`src/rtl/mem_arbiter.sv`:
```
// Core/loader arbiter onto one fixed-latency memory port: one access in flight,
// round-robin on simultaneous requests, every output driven from a register.
module mem_arbiter #(
    parameter int MEM_LAT = 2
) (
    input  logic        clk,
    input  logic        rst,
    input  logic        c_req,
    input  logic        c_we,
    input  logic [31:0] c_addr,
    input  logic [31:0] c_wdata,
    output logic        c_done,
    output logic [31:0] c_rdata,
    input  logic        d_req,
    input  logic        d_we,
    input  logic [31:0] d_addr,
    input  logic [31:0] d_wdata,
    output logic        d_done,
    output logic [31:0] d_rdata,
    output logic        m_en,
    output logic        m_we,
    output logic [31:0] m_addr,
    output logic [31:0] m_wdata,
    input  logic [31:0] m_rdata,
    output logic        busy
);
    typedef enum logic [1:0] {IDLE = 2'd0, ACCESS = 2'd1, RESP = 2'd2} state_t;

    localparam logic [3:0] CNT_LOAD = 4'(MEM_LAT - 1);

    state_t      state_r, state_s;
    logic [3:0]  cnt_r, cnt_s;
    logic        last_d_r, last_d_s;
    logic        own_d_r, own_d_s;
    logic        we_r, we_s;
    logic [31:0] addr_r, addr_s;
    logic [31:0] wdata_r, wdata_s;
    logic        grant_d_s, first_wr_s, capture_s;
    logic        m_en_r, m_we_r, c_done_r, d_done_r, busy_r;
    logic [31:0] m_addr_r, m_wdata_r, c_rdata_r, d_rdata_r;

    // On a tie the port that was not granted last wins
    assign grant_d_s = d_req & (~c_req | ~last_d_r);
    assign capture_s = (state_r == ACCESS) && (cnt_r == 4'd0) && !we_r;

    // Next-state, latch and arbitration-pointer logic
    always_comb begin
        state_s    = state_r;
        cnt_s      = cnt_r;
        last_d_s   = last_d_r;
        own_d_s    = own_d_r;
        we_s       = we_r;
        addr_s     = addr_r;
        wdata_s    = wdata_r;
        first_wr_s = 1'b0;
        case (state_r)
            IDLE: begin
                if (c_req || d_req) begin
                    state_s    = ACCESS;
                    cnt_s      = CNT_LOAD;
                    own_d_s    = grant_d_s;
                    we_s       = grant_d_s ? d_we    : c_we;
                    addr_s     = grant_d_s ? d_addr  : c_addr;
                    wdata_s    = grant_d_s ? d_wdata : c_wdata;
                    first_wr_s = grant_d_s ? d_we    : c_we;
                end else begin
                    state_s = IDLE;
                end
            end
            ACCESS: begin
                if (cnt_r == 4'd0) begin
                    state_s  = RESP;
                    last_d_s = own_d_r;
                end else begin
                    cnt_s = cnt_r - 4'd1;
                end
            end
            RESP: begin
                state_s = IDLE;
            end
            default: begin
                state_s = IDLE;
            end
        endcase
    end

    // State register and latched request fields
    always_ff @(posedge clk) begin
        if (rst) begin
            state_r  <= IDLE;
            cnt_r    <= 4'd0;
            last_d_r <= 1'b1;
            own_d_r  <= 1'b0;
            we_r     <= 1'b0;
            addr_r   <= 32'd0;
            wdata_r  <= 32'd0;
        end else begin
            state_r  <= state_s;
            cnt_r    <= cnt_s;
            last_d_r <= last_d_s;
            own_d_r  <= own_d_s;
            we_r     <= we_s;
            addr_r   <= addr_s;
            wdata_r  <= wdata_s;
        end
    end

    // Outputs registered from the next state so they align with the state they describe
    always_ff @(posedge clk) begin
        if (rst) begin
            m_en_r    <= 1'b0;
            m_we_r    <= 1'b0;
            m_addr_r  <= 32'd0;
            m_wdata_r <= 32'd0;
            c_done_r  <= 1'b0;
            d_done_r  <= 1'b0;
            busy_r    <= 1'b0;
            c_rdata_r <= 32'd0;
            d_rdata_r <= 32'd0;
        end else begin
            m_en_r    <= (state_s == ACCESS);
            m_we_r    <= first_wr_s;
            m_addr_r  <= (state_s == ACCESS) ? addr_s  : 32'd0;
            m_wdata_r <= (state_s == ACCESS) ? wdata_s : 32'd0;
            c_done_r  <= (state_s == RESP) && !own_d_s;
            d_done_r  <= (state_s == RESP) && own_d_s;
            busy_r    <= (state_s != IDLE);
            c_rdata_r <= (capture_s && !own_d_r) ? m_rdata : c_rdata_r;
            d_rdata_r <= (capture_s && own_d_r)  ? m_rdata : d_rdata_r;
        end
    end

    assign m_en    = m_en_r;
    assign m_we    = m_we_r;
    assign m_addr  = m_addr_r;
    assign m_wdata = m_wdata_r;
    assign c_done  = c_done_r;
    assign d_done  = d_done_r;
    assign busy    = busy_r;
    assign c_rdata = c_rdata_r;
    assign d_rdata = d_rdata_r;

endmodule
```
`config.mk`:
```
export PLATFORM = sky130hd
export DESIGN_NAME = mem_arbiter
export DESIGN_NICKNAME = d
export VERILOG_FILES = /design/src/rtl/mem_arbiter.sv
export SDC_FILE = /design/constraint.sdc
export NUM_CORES = 1
export LEC_CHECK = 0
export CAP_MARGIN = 25
export CORE_ASPECT_RATIO = 1.1
export CORE_MARGIN = 1
export CORE_UTILIZATION = 41
export DETAILED_ROUTE_END_ITERATION = 12
export PLACE_DENSITY = 0.77
export SETUP_SLACK_MARGIN = 0.5
export SLEW_MARGIN = 20
export SYNTH_ARGS = -nofsm -noshare
export SYNTH_HDL_FRONTEND = slang
export SYNTH_SLANG_ARGS = --single-unit
```
`constraint.sdc`:
```
create_clock -name clk -period 1.59 [get_ports clk]
set_input_delay 0.318 -clock clk [delete_from_list [all_inputs] [get_ports clk]]
set_output_delay 0.318 -clock clk [all_outputs]
set_load 0.01 [all_outputs]
```
Word level (Yosys, flattened, before mapping) --
Cells that the tools add are included.
Word-level totals: memories kept 0, memory bits (read-only) 0, RAM bits 0, logic and storage cells 63, input bits 166, bits in latches 0, bits in registers 206
Operators by class: reduce and logical (&&, ||, !) cells 19, mux-type cells 15, equal/unequal tests 5, add/sub/neg operators 1, bitwise logic cells 7, shift operators 0, divide/modulo/power cells 0, order comparisons 0, multiply operators 0
Operators with widths (count):
- two-way mux 32 bit | 6
- two-way mux 4 bit | 2
- one-hot mux 4 bit (2 select lines) | 1
- logical AND 1 bit | 6
- inverter 1 bit | 5
- == test 2 x 1 -> 1 bit, second input constant | 2
- zero test 4 bit | 1
- two-way mux 1 bit | 4
- inequality test 2 bit, second input constant | 2
- one-hot mux 2 bit (2 select lines) | 1
- AND reduction 2 bit | 2
- nonzero test 2 bit | 2
- subtractor 4 x 1 -> 4 bit, second input constant | 1
- zero test 1 bit | 3
- AND reduction 3 bit | 1
- OR reduction 3 bit | 1
- == test 2 bit, second input constant | 1
- zero test 2 bit | 1
- two-way mux 2 bit | 1
- OR reduction 2 bit | 1
- bitwise AND 1 bit | 1
- logical OR 1 bit | 1
- OR 1 bit | 1

Longest topological paths before layout --
word-level depth 7, gate-level depth with buffers 7, depth with buffers taken out 5

Worst setup path after synthesis --
OpenSTA, ideal clock, no wires.
kind flip-flop to flip-flop, start register cnt_r[0], end register cnt_r[3], library setup time 0.070 ns, cell stages (with the launch flop) 7, buffers on the path 1, data arrival time 1.493 ns, slack 0.027 ns, clock period less this slack 1.563 ns, cells stage by stage dfxtp_1 -> inv_1 -> ha_1 -> nor3b_2 -> buf_2 -> or4_1 -> a21oi_1
Between the ends: word-level cells in the longest chain between the ends 3, elaborated cells between the ends (all ways) 6
RTL lines:
- from (decl) | RTL line 32 | logic [3:0] cnt_r, cnt_s;
- from (signal assigned) | RTL line 99 | cnt_r <= cnt_s;
- subtractor 4 x 1 -> 4 bit / zero test 4 bit (equally long branches) | RTL line 75, 71
- two-way mux 4 bit / inequality test 2 bit (equally long branches)
- one-hot mux 4 bit (2 select lines) / AND reduction 3 bit (equally long branches)
Several ways; a longest one is shown, not always the timed one. The select of a mux whose other input is x is not followed. A chain may end at the register's enable or synchronous reset.

Worst setup path after layout --
Same ends and word-level chain as after synthesis.

==> flow_summary.ini <==
[timing]
period_needed_ns = 1.58
worst_slack_ns = 0.0126
tightest_slew_ns = 0.446
finalCritPeriodShare_pct = 99.2
hold_violations = 0
rsz0062_at_grt = true
fin_skew_ns = 0.0187
tns_ns = 0
fmax_ghz = 0.634
max_slew_margin_pct = 70.2
setup_viol = 0
slew_violations = 0

[pwr]
swShare_pct = 29.8
leakage_nw = 5.74
internal_power_w = 0.0109
combinationalPowerShare_pct = 29.7
power_density_nw_per_um2 = 1050
seq_power_share_pct = 38.9
power.switching_w = 0.00463
total_power_w = 0.0155
ir_worst_vdd_v = 0.000800
p_clk_share_pct = 31.5

[setup_path]
critPathRequiredTime_ns = 2.02
crit_path_max_fanout = 2
rr_startpoint = cnt_r[0]
endpoint_kind = flip-flop
critical_path_class = reg -> reg
worstPathArrival_ns = 2.01
reg2reg_to = cnt_r[3]
reg2regPathDepth = 4
reg2reg_slack_ns = 0.01
worstSetupStartpointType = flip-flop

[clocking]
postCtsHoldBufs = 0
clock_path_buffers = 3
clk_latency_ns = 0.51
cts_sinks = 206
clkTransAtPathRegs_ns = 0.06
cts_tree = yes
clockRootBuffer = clkbuf_16
cts_buffers = 22
htreeDepth = 1

[run_status]
status = finished, final reports clean

[flow_run]
maxCapViolCount = 0

[place]
io_buffers = 298
hpwl_um = 16600
place_congestion = 0.790
dp_slack_ns = -0.448

[floorplan]
die_y_um = 151
rows = 54
core_um2 = 19800
start_util_pct = 41.8
io_pins = 299
die_area_um2 = 20800
chipWidth_um = 137

[logic_synthesis]
netlist-cell-type-count = 43
avgSynthCellArea_um2 = 10.3
synth_seq_cells = 206
netlist_area_um2 = 8270
async_flop_share_pct = 0
synthCells = 806
ys_warn_count = 0
synth_edf_count = 0
synth_nets = 974
synth.yosys.seq_area_share_pct = 49.8
synth_flop_cell = dfxtp_1

[grt]
antenna_found_initial = 0
grt_usage_pct = 23.3
grt_overflow_total = 0
grt_pass1_wl_um = 38500
grt_pass1_vias = 7389
grt_max_degree = 101

[route]
drt_iter0_markers = 438
wl_per_cell_um = 20.7
wirelength_um = 29400
viasPerCell = 5.55
ant_nets = 0
dr.pass1.iters = 4
drc = 0
vias = 7895

[layout]
multi_input_area_um2 = 4990
final_common_cell = clkdlybuf4s50_1
n_fill_cell = 1225
area_growth_pct = 78.7
ff_latch_area_um2 = 4270
finalNetCount = 1325
final_layout_size_suffix_gt1_share_pct = 51.2
layout_common_cells = clkdlybuf4s50_1, buf_6, dfxtp_2
n_antenna_cell = 0

[min_path]
min-delay-start = rst
min_path_type = in -> reg
min_delay_path_depth = 3
holdPathEnd = wdata_r[5]
==> through the flow <==
stage	hold slack, ns	utilization (%)	instance area [um2]	cells
2_1_floorplan	0.433	-	8970	806
3_3_place_gp	0.439	62.2	12300	1338
3_5_place_dp	0.442	62.2	12300	1338
4_1_cts	0.277	66.6	13200	1381
5_1_grt	0.302	74.7	14800	1423
6_report	0.296	74.7	14800	1423
==> how the worst max path moves through the flow <==
stage                     depth (start not counted)         end  slack [ns]     start
after floorplan                                   7    cnt_r[0]        0.13  cnt_r[1]
final                                             4    cnt_r[3]        0.01  cnt_r[0]
after global placement                            7  addr_r[16]       -0.44     c_req
after detailed placement                          7  addr_r[16]       -0.45     c_req
after CTS                                         6    cnt_r[0]        0.06  cnt_r[1]
after global routing                              8  m_addr[15]       -0.06  cnt_r[0]
==> power by group through the flow <==
stage               sequential (W)  combinational [W]  clock (W)
floorplan                  0.00611            0.00195          0
global placement           0.00600            0.00349          0
detailed placement         0.00602            0.00353          0
CTS                        0.00597            0.00356    0.00493
global route               0.00608            0.00483    0.00519
finish                     0.00603            0.00460    0.00489
==> logic make-up (layout without fill, tap and decap cells) <==
logic type	after synthesis	in the layout	share of synthesized area (%)
adders and majority gates	2	2	0.302
buffers and inverters	90	453	5.67
AOI/OAI and AO/OA	273	273	21.8
DFF	206	206	49.8
and+or+nand+nor	138	140	10.7
muxes	97	97	11.7
==> cell type report <==
| class | count | share of cell area (%) |
|---|---|---|
| repair buffers | 411 | 30.6 |
| multi-input cells | 512 | 33.7 |
| clock buffers | 33 | 4.34 |
| flip-flops and latches | 206 | 28.8 |
| inverters | 4 | 0.102 |
| clock inverters | 5 | 0.271 |
| well taps | 252 | 2.13 |
==> cell usage after synthesis, types with 4 or more instances <==
| master | instances | area, um2 |
|---|---|---|
| o2bb2ai_1 | 49 | 429 |
| buf_2 | 30 | 150 |
| buf_4 | 11 | 82.6 |
| clkbuf_1 | 38 | 143 |
| a22oi_1 | 16 | 120 |
| o21ai_0 | 32 | 160 |
| nand4_1 | 32 | 200 |
| mux2i_1 | 97 | 971 |
| buf_6 | 7 | 78.8 |
| nand3_1 | 16 | 80.1 |
| dfxtp_1 | 206 | 4120 |
| a211oi_2 | 5 | 62.6 |
| nand2b_1 | 65 | 407 |
| inv_1 | 4 | 15.0 |
| a21oi_1 | 102 | 510 |
| a211oi_1 | 60 | 450 |
==> sequential cells by signal (all words and copies together) (netlist names), 2 cells and up <==
name     cells
addr_r      32
cnt_r        4
state_r      2
c_rdata     32
m_addr      32
d_rdata     32
wdata_r     32
m_wdata     32
==> critical path, stage by stage (launching register included) <==
cell     delay [ns]
dfxtp_2        0.32
buf_4          0.13
or3_1          0.39
or4_1          0.54
a21oi_1        0.14
==> per-layer routing <==
layer  part of all wire, %  vias to the layer above  global-route usage, %  wire, um
met5                     0                        -                      0         0
met4                   4.2                        0                   8.74      1240
met3                   5.2                       80                   3.58      1540
met2                    52                      297                   41.7     15200
met1                    39                     3815                   27.9     11400
li1                      -                     3703                      -         -
==> what timing repair did <==
item                                    4_1_cts  5_1_grt
cloned                                        1       16
endpoints found under the setup margin      339      339
setup buffers                                 4       26
gates resized for setup                     748      212
endpoints found under the hold margin         0        0
pin swaps                                     1       17
No activity file was read; power rests on OpenSTA's default activity.
==> edit, RTL diff (same flow settings) <==
Register the output `d_rdata` once more, with the module's reset; this adds one clock of latency there. The other outputs are not delayed to match.
--- a/src/rtl/mem_arbiter.sv
+++ b/src/rtl/mem_arbiter.sv
@@ -138,6 +138,12 @@
     assign d_done  = d_done_r;
     assign busy    = busy_r;
     assign c_rdata = c_rdata_r;
-    assign d_rdata = d_rdata_r;
+    always_ff @(posedge clk) begin
+        if (rst) begin
+            d_rdata <= '0;
+        end else begin
+            d_rdata <= d_rdata_r;
+        end
+    end
 
 endmodule
Formal check against the unedited RTL: not equivalent (a bounded check fails within 4 cycles, from zero or initial values and one cycle with rst high).
==> edit against the unedited design <==
Clock power up 21%. First-iteration DRC count down 45%. Final area up 10%. The flow now finishes with violations (setup timing). Combinational power up 12%. Sequential cell count up 32. Wire length up 9.9%. Area after synthesis up 8.5%. Critical endpoint is now m_addr[7]$_SDFF_PP0_. Core utilization up 1.5 points. Worst setup slack worse by 0.015 ns. Die area up 8.3%. Fmax down 0.93%. Total power up 16%.
==> edit: results (changes against the unedited design) <==
[status]
violations = setup timing
status = finished, violations left

[power]
ir_drop_mv = 0.8897  ; +11%
leakage_nw = 6.153  ; +7.2%

[detailed_routing]
vias = 8304  ; +5.2%
drt_iter0_markers = 243  ; -45%
drt-total-wl_um = 32300  ; +9.9%

[clock_tree]
cts.sinks = 238  ; +16%
cts_made_buffers = 25  ; +14%
cts_buffer_depth = 3  ; unchanged

[placed_design]
gp_congestion = 0.7699  ; -2.5%
dp_hpwl_um = 17960  ; +8.0%
dpl_worst_slack_ns = -0.4426  ; +0.004987 ns
placed_area_mm2 = 0.01314  ; +6.7%

[worst_setup_path]
slowest_stage = dfxtp_2
crit_fanout = 7  ; +5
cp_data_arrival_time_ns = 1.97  ; -0.04 ns
slowest_delay_ns = 0.34  ; -0.20 ns

[logic_synthesis]
netlist_top_cells_count = dfxtp_1 (238), a21oi_1 (102), a211oi_1 (65), mux2i_1 (65), nor2b_1 (65)
syn-num-nets = 1006  ; +3.3%
synthDistinctLibCells = 45  ; +4.7%
netlist_instances = 838  ; +4.0%
ys_top_cells_by_area = dfxtp_1 (53%), mux2i_1 (7.3%), a21oi_1 (5.7%), a211oi_1 (5.4%), mux2_4 (5.0%)

[timing]
skew_ns = 0.02512  ; +0.006409 ns
drv_slew = 0  ; unchanged
layout_setup_ws_ns = -0.002203  ; -0.01479 ns
maxSlewHeadroom_pct = 70.68  ; +0.45 points
setup_viol = 1  ; +1
fin_tns_setup_ns = -0.002203  ; -0.002203 ns

[global_routing]
grt_pass1_vias = 7923  ; +7.2%
grt_pass1_wl_um = 42900  ; +11%
grt_max_degree = 56  ; -45%
grt_use_total_pct = 24.32  ; +0.99 points

[layout]
layout.cells.non_filler = 1506  ; +5.8%
num_antenna_cells = 0  ; unchanged
final_layout_size_suffix_gt1_share_pct = 57.89  ; +6.7 points
final_nets = 1367  ; +3.2%

## edit: critical path: cells and delay by family (launching register included)
kind	cells	cell delay, ns
AO/OA/AOI/OAI	2	0.41
buffers and inverters	4	0.48
flip-flops	1	0.34
multiplexers	1	0.24
## edit: cell families (layout without fill, tap and decap cells)
group / after synthesis / after routing / share of synthesized area, %
adders and majority gates: 2 / 2 / 0.2789
DFF: 238 / 238 / 53.10
buffers and inverters: 90 / 463 / 4.616
muxes: 97 / 97 / 12.52
AOI/OAI and AO/OA: 273 / 273 / 19.75
and+or+nand+nor: 138 / 143 / 9.734
## edit: final timing paths
kind | from | depth (start not counted) | to
setup / recovery | last_d_r$_SDFFE_PP1P_ | 7 | m_addr[7]$_SDFF_PP0_
hold / removal | rst | 2 | c_rdata[14]$_SDFFE_PP0P_
setup reg to reg | last_d_r$_SDFFE_PP1P_ | 7 | m_addr[7]$_SDFF_PP0_
hold reg to reg | c_rdata[13]$_SDFFE_PP0P_ | 2 | c_rdata[13]$_SDFFE_PP0P_
## edit: what timing repair did
| action | CTS | global route |
|---|---|---|
| hold buffers | 0 | 0 |
| cloned | 6 | 15 |
| pin swaps | 40 | 70 |
| buffers inserted | 5 | 34 |
| setup endpoints to repair | 339 | 339 |
| resized for setup | 783 | 253 |
## edit: per-stage QoR
step           power, W  hold WS, ns
2_1_floorplan  0.008977       0.4331
3_5_place_dp    0.01038       0.4459
6_report        0.01798       0.1184
3_3_place_gp    0.01032       0.4400
5_1_grt         0.01858       0.1131
4_1_cts         0.01673      0.09448
## edit: per-layer routing
layer / track usage, % / up-vias / routed length (µm)
li1: - / 3842 / -
met1: 28.91 / 4070 / 12720
met2: 42.81 / 332 / 16700
met3: 5.872 / 60 / 1984
met4: 7.783 / 0 / 891
met5: 0 / - / 0
## edit: area by class of cell
cell class / count / area, µm² / share of cell area (%)
Clock buffer: 36 / 737.0 / 4.526
Clock inverter: 8 / 100.1 / 0.6147
Inverter: 4 / 15.01 / 0.09221
Multi-Input combinational cell: 515 / 5640 / 34.64
Sequential cell: 238 / 4897 / 30.08
Tap cell: 290 / 362.8 / 2.228
Timing Repair Buffer: 415 / 4531 / 27.82
## edit: report_power, final
group / internal [W] / switching (W) / leakage, nW
clock: 0.00354 / 0.00240 / 0.418
sequential: 0.00652 / 0.000380 / 1.99
combinational: 0.00266 / 0.00247 / 3.74
total: 0.0127 / 0.00525 / 6.15
